**config.mk**
```make
export PLATFORM = sky130hd
export DESIGN_NAME = rv_mul_ctrl
export DESIGN_NICKNAME = d
export VERILOG_FILES = /design/src/rtl/rv_mul_ctrl.sv
export SDC_FILE = /design/constraint.sdc
export NUM_CORES = 1
export LEC_CHECK = 0
export CORE_UTILIZATION = 47
export CTS_CLUSTER_SIZE = 14
export DETAILED_ROUTE_END_ITERATION = 6
export GPL_ROUTABILITY_DRIVEN = 0
export GPL_TIMING_DRIVEN = 0
export PLACE_DENSITY = 0.8
export RECOVER_POWER = 50
export SLEW_MARGIN = 20
export SYNTH_ARGS = -nofsm -noshare
export SYNTH_HDL_FRONTEND = slang
export SYNTH_SLANG_ARGS = --single-unit
```
**constraint.sdc**
```tcl
create_clock -name clk -period 5.3 [get_ports clk]
set_clock_uncertainty 0.1 [all_clocks]
set_input_delay 1.06 -clock clk [delete_from_list [all_inputs] [get_ports clk]]
set_output_delay 1.06 -clock clk [all_outputs]
set_load 0.1 [all_outputs]
```
**src/rtl/rv_mul_ctrl.sv**
```systemverilog
// Issue/control front end for the radix-4 Booth-Wallace multiplier (RV64M MUL group).
// Drives registered operands, waits MUL_LAT cycles, corrects signed high halves and returns the result.
module rv_mul_ctrl #(
    parameter int MUL_LAT = 1,
    parameter int RD_W    = 5
) (
    input  logic            clk,
    input  logic            rstn,
    input  logic            req_valid_i,
    output logic            req_ready_o,
    input  logic [1:0]      req_op_i,
    input  logic            req_word_i,
    input  logic [63:0]     req_rs1_i,
    input  logic [63:0]     req_rs2_i,
    input  logic [RD_W-1:0] req_rd_i,
    input  logic            flush_i,
    output logic [63:0]     mul_op1_o,
    output logic [63:0]     mul_op2_o,
    input  logic [127:0]    mul_prod_i,
    output logic            rsp_valid_o,
    input  logic            rsp_ready_i,
    output logic [63:0]     rsp_data_o,
    output logic [RD_W-1:0] rsp_rd_o,
    output logic            busy_o
);

    localparam int CNT_W = (MUL_LAT > 1) ? $clog2(MUL_LAT) : 1;
    localparam logic [CNT_W-1:0] CNT_LAST = CNT_W'(MUL_LAT - 1);

    localparam logic [1:0] ST_IDLE = 2'd0;
    localparam logic [1:0] ST_WAIT = 2'd1;
    localparam logic [1:0] ST_FIX  = 2'd2;
    localparam logic [1:0] ST_RESP = 2'd3;

    logic [1:0]       state_r;
    logic [1:0]       state_nxt_s;
    logic [CNT_W-1:0] cnt_r;
    logic [1:0]       op_r;
    logic             word_r;
    logic [RD_W-1:0]  rd_r;
    logic [127:0]     prod_r;
    logic             accept_s;
    logic             word_s;
    logic             sa_s;
    logic             sb_s;
    logic [63:0]      high_s;
    logic [63:0]      result_s;

    // The multiplier is unsigned; subtracting the other operand removes the sign-bit weight.
    function automatic logic [63:0] fix_high(input logic [127:0] p, input logic [63:0] a,
                                             input logic [63:0] b, input logic sa, input logic sb);
        logic [63:0] h;
        h = p[127:64];
        if (sa && a[63]) begin
            h = h - b;
        end else begin
            h = h;
        end
        if (sb && b[63]) begin
            h = h - a;
        end else begin
            h = h;
        end
        return h;
    endfunction

    function automatic logic [63:0] select_result(input logic [1:0] op, input logic word,
                                                  input logic [127:0] p, input logic [63:0] h);
        logic [63:0] r;
        case (op)
            2'b00:   r = word ? {{32{p[31]}}, p[31:0]} : p[63:0];
            default: r = h;
        endcase
        return r;
    endfunction

    function automatic logic [63:0] shape_operand(input logic [63:0] rs, input logic word);
        return word ? {32'h0000_0000, rs[31:0]} : rs;
    endfunction

    assign req_ready_o = (state_r == ST_IDLE) & ~flush_i;
    assign accept_s    = req_valid_i & req_ready_o;
    assign word_s      = req_word_i & (req_op_i == 2'b00);

    // Signed-correction selection and result mux from the latched op.
    always_comb begin
        sa_s = 1'b0;
        sb_s = 1'b0;
        case (op_r)
            2'b01:   begin sa_s = 1'b1; sb_s = 1'b1; end
            2'b10:   begin sa_s = 1'b1; sb_s = 1'b0; end
            default: begin sa_s = 1'b0; sb_s = 1'b0; end
        endcase
        high_s   = fix_high(prod_r, mul_op1_o, mul_op2_o, sa_s, sb_s);
        result_s = select_result(op_r, word_r, prod_r, high_s);
    end

    // Next-state logic; flush returns any busy state to IDLE.
    always_comb begin
        state_nxt_s = state_r;
        case (state_r)
            ST_IDLE: begin
                if (accept_s) begin
                    state_nxt_s = ST_WAIT;
                end else begin
                    state_nxt_s = ST_IDLE;
                end
            end
            ST_WAIT: begin
                if (flush_i) begin
                    state_nxt_s = ST_IDLE;
                end else if (cnt_r == CNT_LAST) begin
                    state_nxt_s = ST_FIX;
                end else begin
                    state_nxt_s = ST_WAIT;
                end
            end
            ST_FIX: begin
                if (flush_i) begin
                    state_nxt_s = ST_IDLE;
                end else begin
                    state_nxt_s = ST_RESP;
                end
            end
            ST_RESP: begin
                if (rsp_ready_i || flush_i) begin
                    state_nxt_s = ST_IDLE;
                end else begin
                    state_nxt_s = ST_RESP;
                end
            end
            default: state_nxt_s = ST_IDLE;
        endcase
    end

    // State, operand, product and response registers.
    always_ff @(posedge clk) begin
        if (rstn) begin
            state_r     <= ST_IDLE;
            cnt_r       <= {CNT_W{1'b0}};
            op_r        <= 2'b00;
            word_r      <= 1'b0;
            rd_r        <= {RD_W{1'b0}};
            prod_r      <= 128'h0;
            mul_op1_o   <= 64'h0;
            mul_op2_o   <= 64'h0;
            rsp_valid_o <= 1'b0;
            rsp_data_o  <= 64'h0;
            rsp_rd_o    <= {RD_W{1'b0}};
            busy_o      <= 1'b0;
        end else begin
            state_r <= state_nxt_s;
            busy_o  <= (state_nxt_s != ST_IDLE);
            case (state_r)
                ST_IDLE: begin
                    if (accept_s) begin
                        op_r      <= req_op_i;
                        word_r    <= word_s;
                        rd_r      <= req_rd_i;
                        mul_op1_o <= shape_operand(req_rs1_i, word_s);
                        mul_op2_o <= shape_operand(req_rs2_i, word_s);
                        cnt_r     <= {CNT_W{1'b0}};
                    end
                end
                ST_WAIT: begin
                    cnt_r <= cnt_r + {{(CNT_W-1){1'b0}}, 1'b1};
                    if (!flush_i && (cnt_r == CNT_LAST)) begin
                        prod_r <= mul_prod_i;
                    end
                end
                ST_FIX: begin
                    if (!flush_i) begin
                        rsp_data_o  <= result_s;
                        rsp_rd_o    <= rd_r;
                        rsp_valid_o <= 1'b1;
                    end
                end
                ST_RESP: begin
                    if (rsp_ready_i || flush_i) begin
                        rsp_valid_o <= 1'b0;
                    end
                end
                default: rsp_valid_o <= 1'b0;
            endcase
        end
    end

endmodule
```
# == Word level (Yosys, flattened, before mapping) ==
# Cells that the tools add are included.
# Widths: inputs -> output; s select.
# classes
eq_ne,8
muxes,19
reduce_logical,17
addsub,3
bitwise,5
# op_table
op,count
$mux 64,6
$sub 64x64->64,2
$mux 2,4
$pmux 2 s4,1
$reduce_and 2->1,4
$eq 2x2->1 const B,3
$logic_not 2->1,3
$mux 1,6
$ne 2x2->1 const B,3
$reduce_bool 2->1,3
$eq 2x1->1 const B,2
$pmux 1 s2,2
$and 1x1->1,3
$logic_and 1x1->1,3
$reduce_and 3->1,1
$not 1->1,2
$reduce_or 2->1,1
$add 1x1->1 const B,1
$logic_not 1->1,1
$logic_or 1x1->1,1
# totals
ff_bits,338
in_bits,269
output_inout_bits,200
elab_cells,64

# == Depth between registers and ports, before layout ==
# depth
depth_word,8
mapped_depth,28
mapped_depth_nobuf,28

# == Least setup slack after synthesis ==
# OpenSTA, ideal clock, no wires.
# synth_timing
path_type,register to register
start,register mul_op2_o[15]
end,register rsp_data_o[62]
setup_ps,124
period_less_slack_ps,6021
t_required_ps,5076
t_arrival_ps,5797
path_slack_ps,-721
path_buffers,2
path_stages_with_launch,28
cell_sequence,dfxtp_1 inv_1 ha_1 clkbuf_1 a21oi_1 o211ai_1 a21oi_1 o21bai_1 a221oi_1 a21oi_1 a21oi_1 o21bai_1 xnor2_1 o21ai_0 ha_1 clkbuf_1 a21oi_1 o21ai_1 a2111oi_0 nor3_1 a311oi_1 o41ai_2 a21oi_2 o21ai_1 a311oi_2 xnor2_1 a221oi_2 a21oi_1
# synth_between
elab_chain_len,5
# synth_lines
element,line_no,source
from (decl),18,"output logic [63:0] mul_op2_o,"
from (signal assigned),161,"mul_op2_o <= shape_operand(req_rs2_i, word_s);"
$sub 64x64->64 *,55,h = h - b;
$mux 64 *,54,if (sa && a[63]) begin
$sub 64x64->64,60,h = h - a;
$mux 64 *,59,if (sb && b[63]) begin
$mux 64 *,70,case (op)
to (signal assigned),173,rsp_data_o <= result_s;
to (decl),22,"output logic [63:0] rsp_data_o,"
# Mark *: on every way between the ends. The rest lies on a longest branch, timed or not.
# A chain may end at the register's enable or synchronous reset.

# == Worst setup path after layout ==
# layout_timing
start,register prod_r[64]
end,register rsp_data_o[63]
# layout_between
elab_chain_len,5
# layout_lines
element,line_no,source
from (decl),41,logic [127:0] prod_r;
from (signal assigned),168,prod_r <= mul_prod_i;
$sub 64x64->64,55,
$mux 64 *,54,
$sub 64x64->64,60,
$mux 64 *,59,
$mux 64 *,70,
# Marked as above.

==> impl_results.md <==
* Vias per inst at 5.95
* Die Footprint at ~46000 µm²
* Clock power frac at just over 30%
* Register share of total power at 31.6%
* Diodes inserted at 0
* Unique masters post-synth at 83
* Critical Path Source Type: flip-flop
* Detail Route Antenna Nets at 0
* Seq cells post-synth at 338
* Synth area leader: dfxtp_1
* Status: finished with violations
* Comb pwr share at 37.2%
* FF+latch area at 6910 µm²
* Site Rows at 77
* Post-placement cell count at approximately 4000
* Drt pass-1 iters at 6
* # clock sinks at 338
* CTS tree: done
* Slew Viols, Final at 0
* Initial Util at a little under half
* Pint at 0.00542 W
* Power density cells at 283 nW/µm²
* Yosys warns at 0
* Min cycle time layout at 5700 ps
* WL per Instance at 21.6 µm
* Initial antenna violation count at 0
* Slew @ Worst Pin at 1400 ps
* Top cells by area, synth: dfxtp_1, nand2_1, a21oi_1
* Period utilization at 108%
* Fin nets at 3876
* Initial DRC count at between 2000 and 3000
* Later-pin clock latency in the skew report at 570 ps
* PortBufs at 466
* Post-DP HPWL at 66200 µm
* Switching Fraction at between 30% and 40%
* Post-DP Area at approximately 27000 µm²
* Finished Layout Cells at 4097
* Max-cap violations at 0
* Layout cell share with drive strength beyond 1 at between 10% and 20%
* Worst IR Drop VDD at 245 µV
* Crit Path Max Fanout at 4
* CTS Buf Count at 38
* Global-route wire length before repair at about 130000 µm
* Required time of the critical path at 5690 ps
* Area share of the largest cell type after synthesis at between 30% and 40%
* Die Y-Extent at 214 µm
* Asr flop ratio synth at 0%
* Post-synthesis cell area at 21200 µm²
* Area growth, synth to finish at 41.8%
* Core area at approximately 44000 µm²
* Total GRT Usage at 35.9%
* Top FF cell, synth: dfxtp_1
* Ports at about 470
* # fillers at around 3700
* CTS Hold Bufs at 0
* DRC viols at 0
* Setup CP Type: flip-flop to flip-flop
* WP data arrival at 6100 ps
* Total Power at 0.00850 W
* Count leader, synth: nand2_1
* Fin area at 30000 µm²
* Lkg Pwr at around 12 nW
* Worst-path cell with the longest stage delay: a2111oi_4
* Sw Pwr at 0.00308 W
* Seq/Total Area, Yosys at a little under a third
* Worst Reg-to-Reg Cells at 28
* CP Capture Type: flip-flop
* Footprint of the multi-input gates at 14500 µm²
* Die X at 214 µm
* Worst hold-check path type: flip-flop to flip-flop
* Setup ws final at -403 ps
* Hold path depth at 2
* Clk pin slew, worst setup/hold paths at 60 ps
* Number of synthesized flops with an enable pin at 0
* Vias in the first global route at 22100
* H-tree depth at 2
* Via count at between 20000 and 25000
* Avg Inst Size Synth at approximately 7.3 µm²
* Most frequent cells after synthesis: nand2_1, a21oi_1, dfxtp_1
* Synth Instances at 2900
* Syn nets at 3299
* Largest net degree at the start of global routing at 15
* Grt total ovfl at 0
* Root Buffer: clkbuf_16
* Fmax at about 0.18 GHz
* Slowest stage delay, CP at 400 ps
* Max Buffers Root-to-Sink at 3
* Failing checks: negative setup slack
* Max transition margin at 6.16%
* Unrepaired setup endpoints after global routing: true
* Final setup fails at 22
* Hold Fails Final Rpt at 0
* Final Routed Wirelength at 88400 µm
* Setup TNS at -4390 ps
-- through the flow --
step / hold WS (ps) / setup slack, ps / utilization, %
6_report: 346 / -403 / 67.7
5_1_grt: 365 / -562 / 67.7
4_1_cts: 346 / -249 / 65.3
3_5_place_dp: 337 / -931 / 60.5
3_3_place_gp: 332 / -900 / 60.4
2_1_floorplan: 331 / -11.6 / -
-- critical path: cells and delay by family (launching register included) --
kind / cells / cell delay, ps
xor+xnor: 1 / 190
compound gates: 11 / 2160
mux: 2 / 410
fa+ha+maj: 3 / 780
simple gates: 6 / 1100
flops: 1 / 390
buf+inv: 5 / 500
-- sequential cells by signal, indices dropped and copies added, names as in the netlist --
register,flops
rd_r,5
cnt_r,1
mul_op1_o,64
rsp_data_o,64
state_r,2
mul_op2_o,64
word_r,1
busy_o,1
rsp_valid_o,1
prod_r,128
op_r,2
rsp_rd_o,5
-- cell families after synthesis --
group / synth area share, %
and+or+nand+nor: 20.4
AOI/OAI and AO/OA: 28.4
buffers and inverters: 6.26
DFF: 32.0
adders and majority gates: 7.76
xor gates and xnor gates: 4.59
muxes: 0.544
-- layout make-up --
| cell class | count | area share (%) |
|---|---|---|
| inverters | 162 | 2.04 |
| repair buffers | 561 | 18.0 |
| flip-flops and latches | 338 | 23.0 |
| well taps | 592 | 2.47 |
| clock buffers | 51 | 3.57 |
| plain buffers | 163 | 2.21 |
| multi-input cells | 2213 | 48.2 |
| clock inverters | 17 | 0.517 |
-- metal layers --
| metal | vias to the layer above | share of wire, % | track usage, % | routed length (µm) |
|---|---|---|---|---|
| li1 | 11300 | - | - | - |
| met1 | 11300 | 41 | 49.5 | 36100 |
| met2 | 1541 | 43 | 54.7 | 37700 |
| met3 | 269 | 12 | 7.96 | 10500 |
| met4 | 0 | 4.6 | 13.2 | 4080 |
| met5 | - | 0 | 0 | 0 |
-- path summary, 6_finish.rpt --
| kind | startpoint | endpoint | slack, ps |
|---|---|---|---|
| setup reg to reg | prod_r[64] | rsp_data_o[63] | -400 |
| setup / recovery | prod_r[64] | rsp_data_o[63] | -400 |
| hold reg to reg | rsp_data_o[30] | rsp_data_o[30] | 350 |
| hold / removal | rsp_data_o[30] | rsp_data_o[30] | 350 |
-- power groups by stage --
stage	registers (W)	clock network [W]	logic [W]
after floorplan	0.00309	0	0.00144
after global placement	0.00274	0	0.00251
after detailed placement	0.00274	0	0.00253
after CTS	0.00269	0.00266	0.00278
after global routing	0.00270	0.00278	0.00331
final	0.00269	0.00265	0.00316
-- layout by cell type (no fill, tap or decap), types with 82 or more instances in the layout --
master             n
nand2_1          667
a21oi_1          373
nor2_1           135
dfxtp_1          291
clkdlybuf4s50_1  417
ha_1              82
buf_4             91
clkbuf_1         139
inv_1            158
-- timing repair --
action,CTS,global route
buffers inserted,44,50
endpoints found under the hold margin,0,0
pin swaps,73,107
setup endpoints to repair,43,39
resized for setup,176,158
No activity file was read; power rests on OpenSTA's default activity.
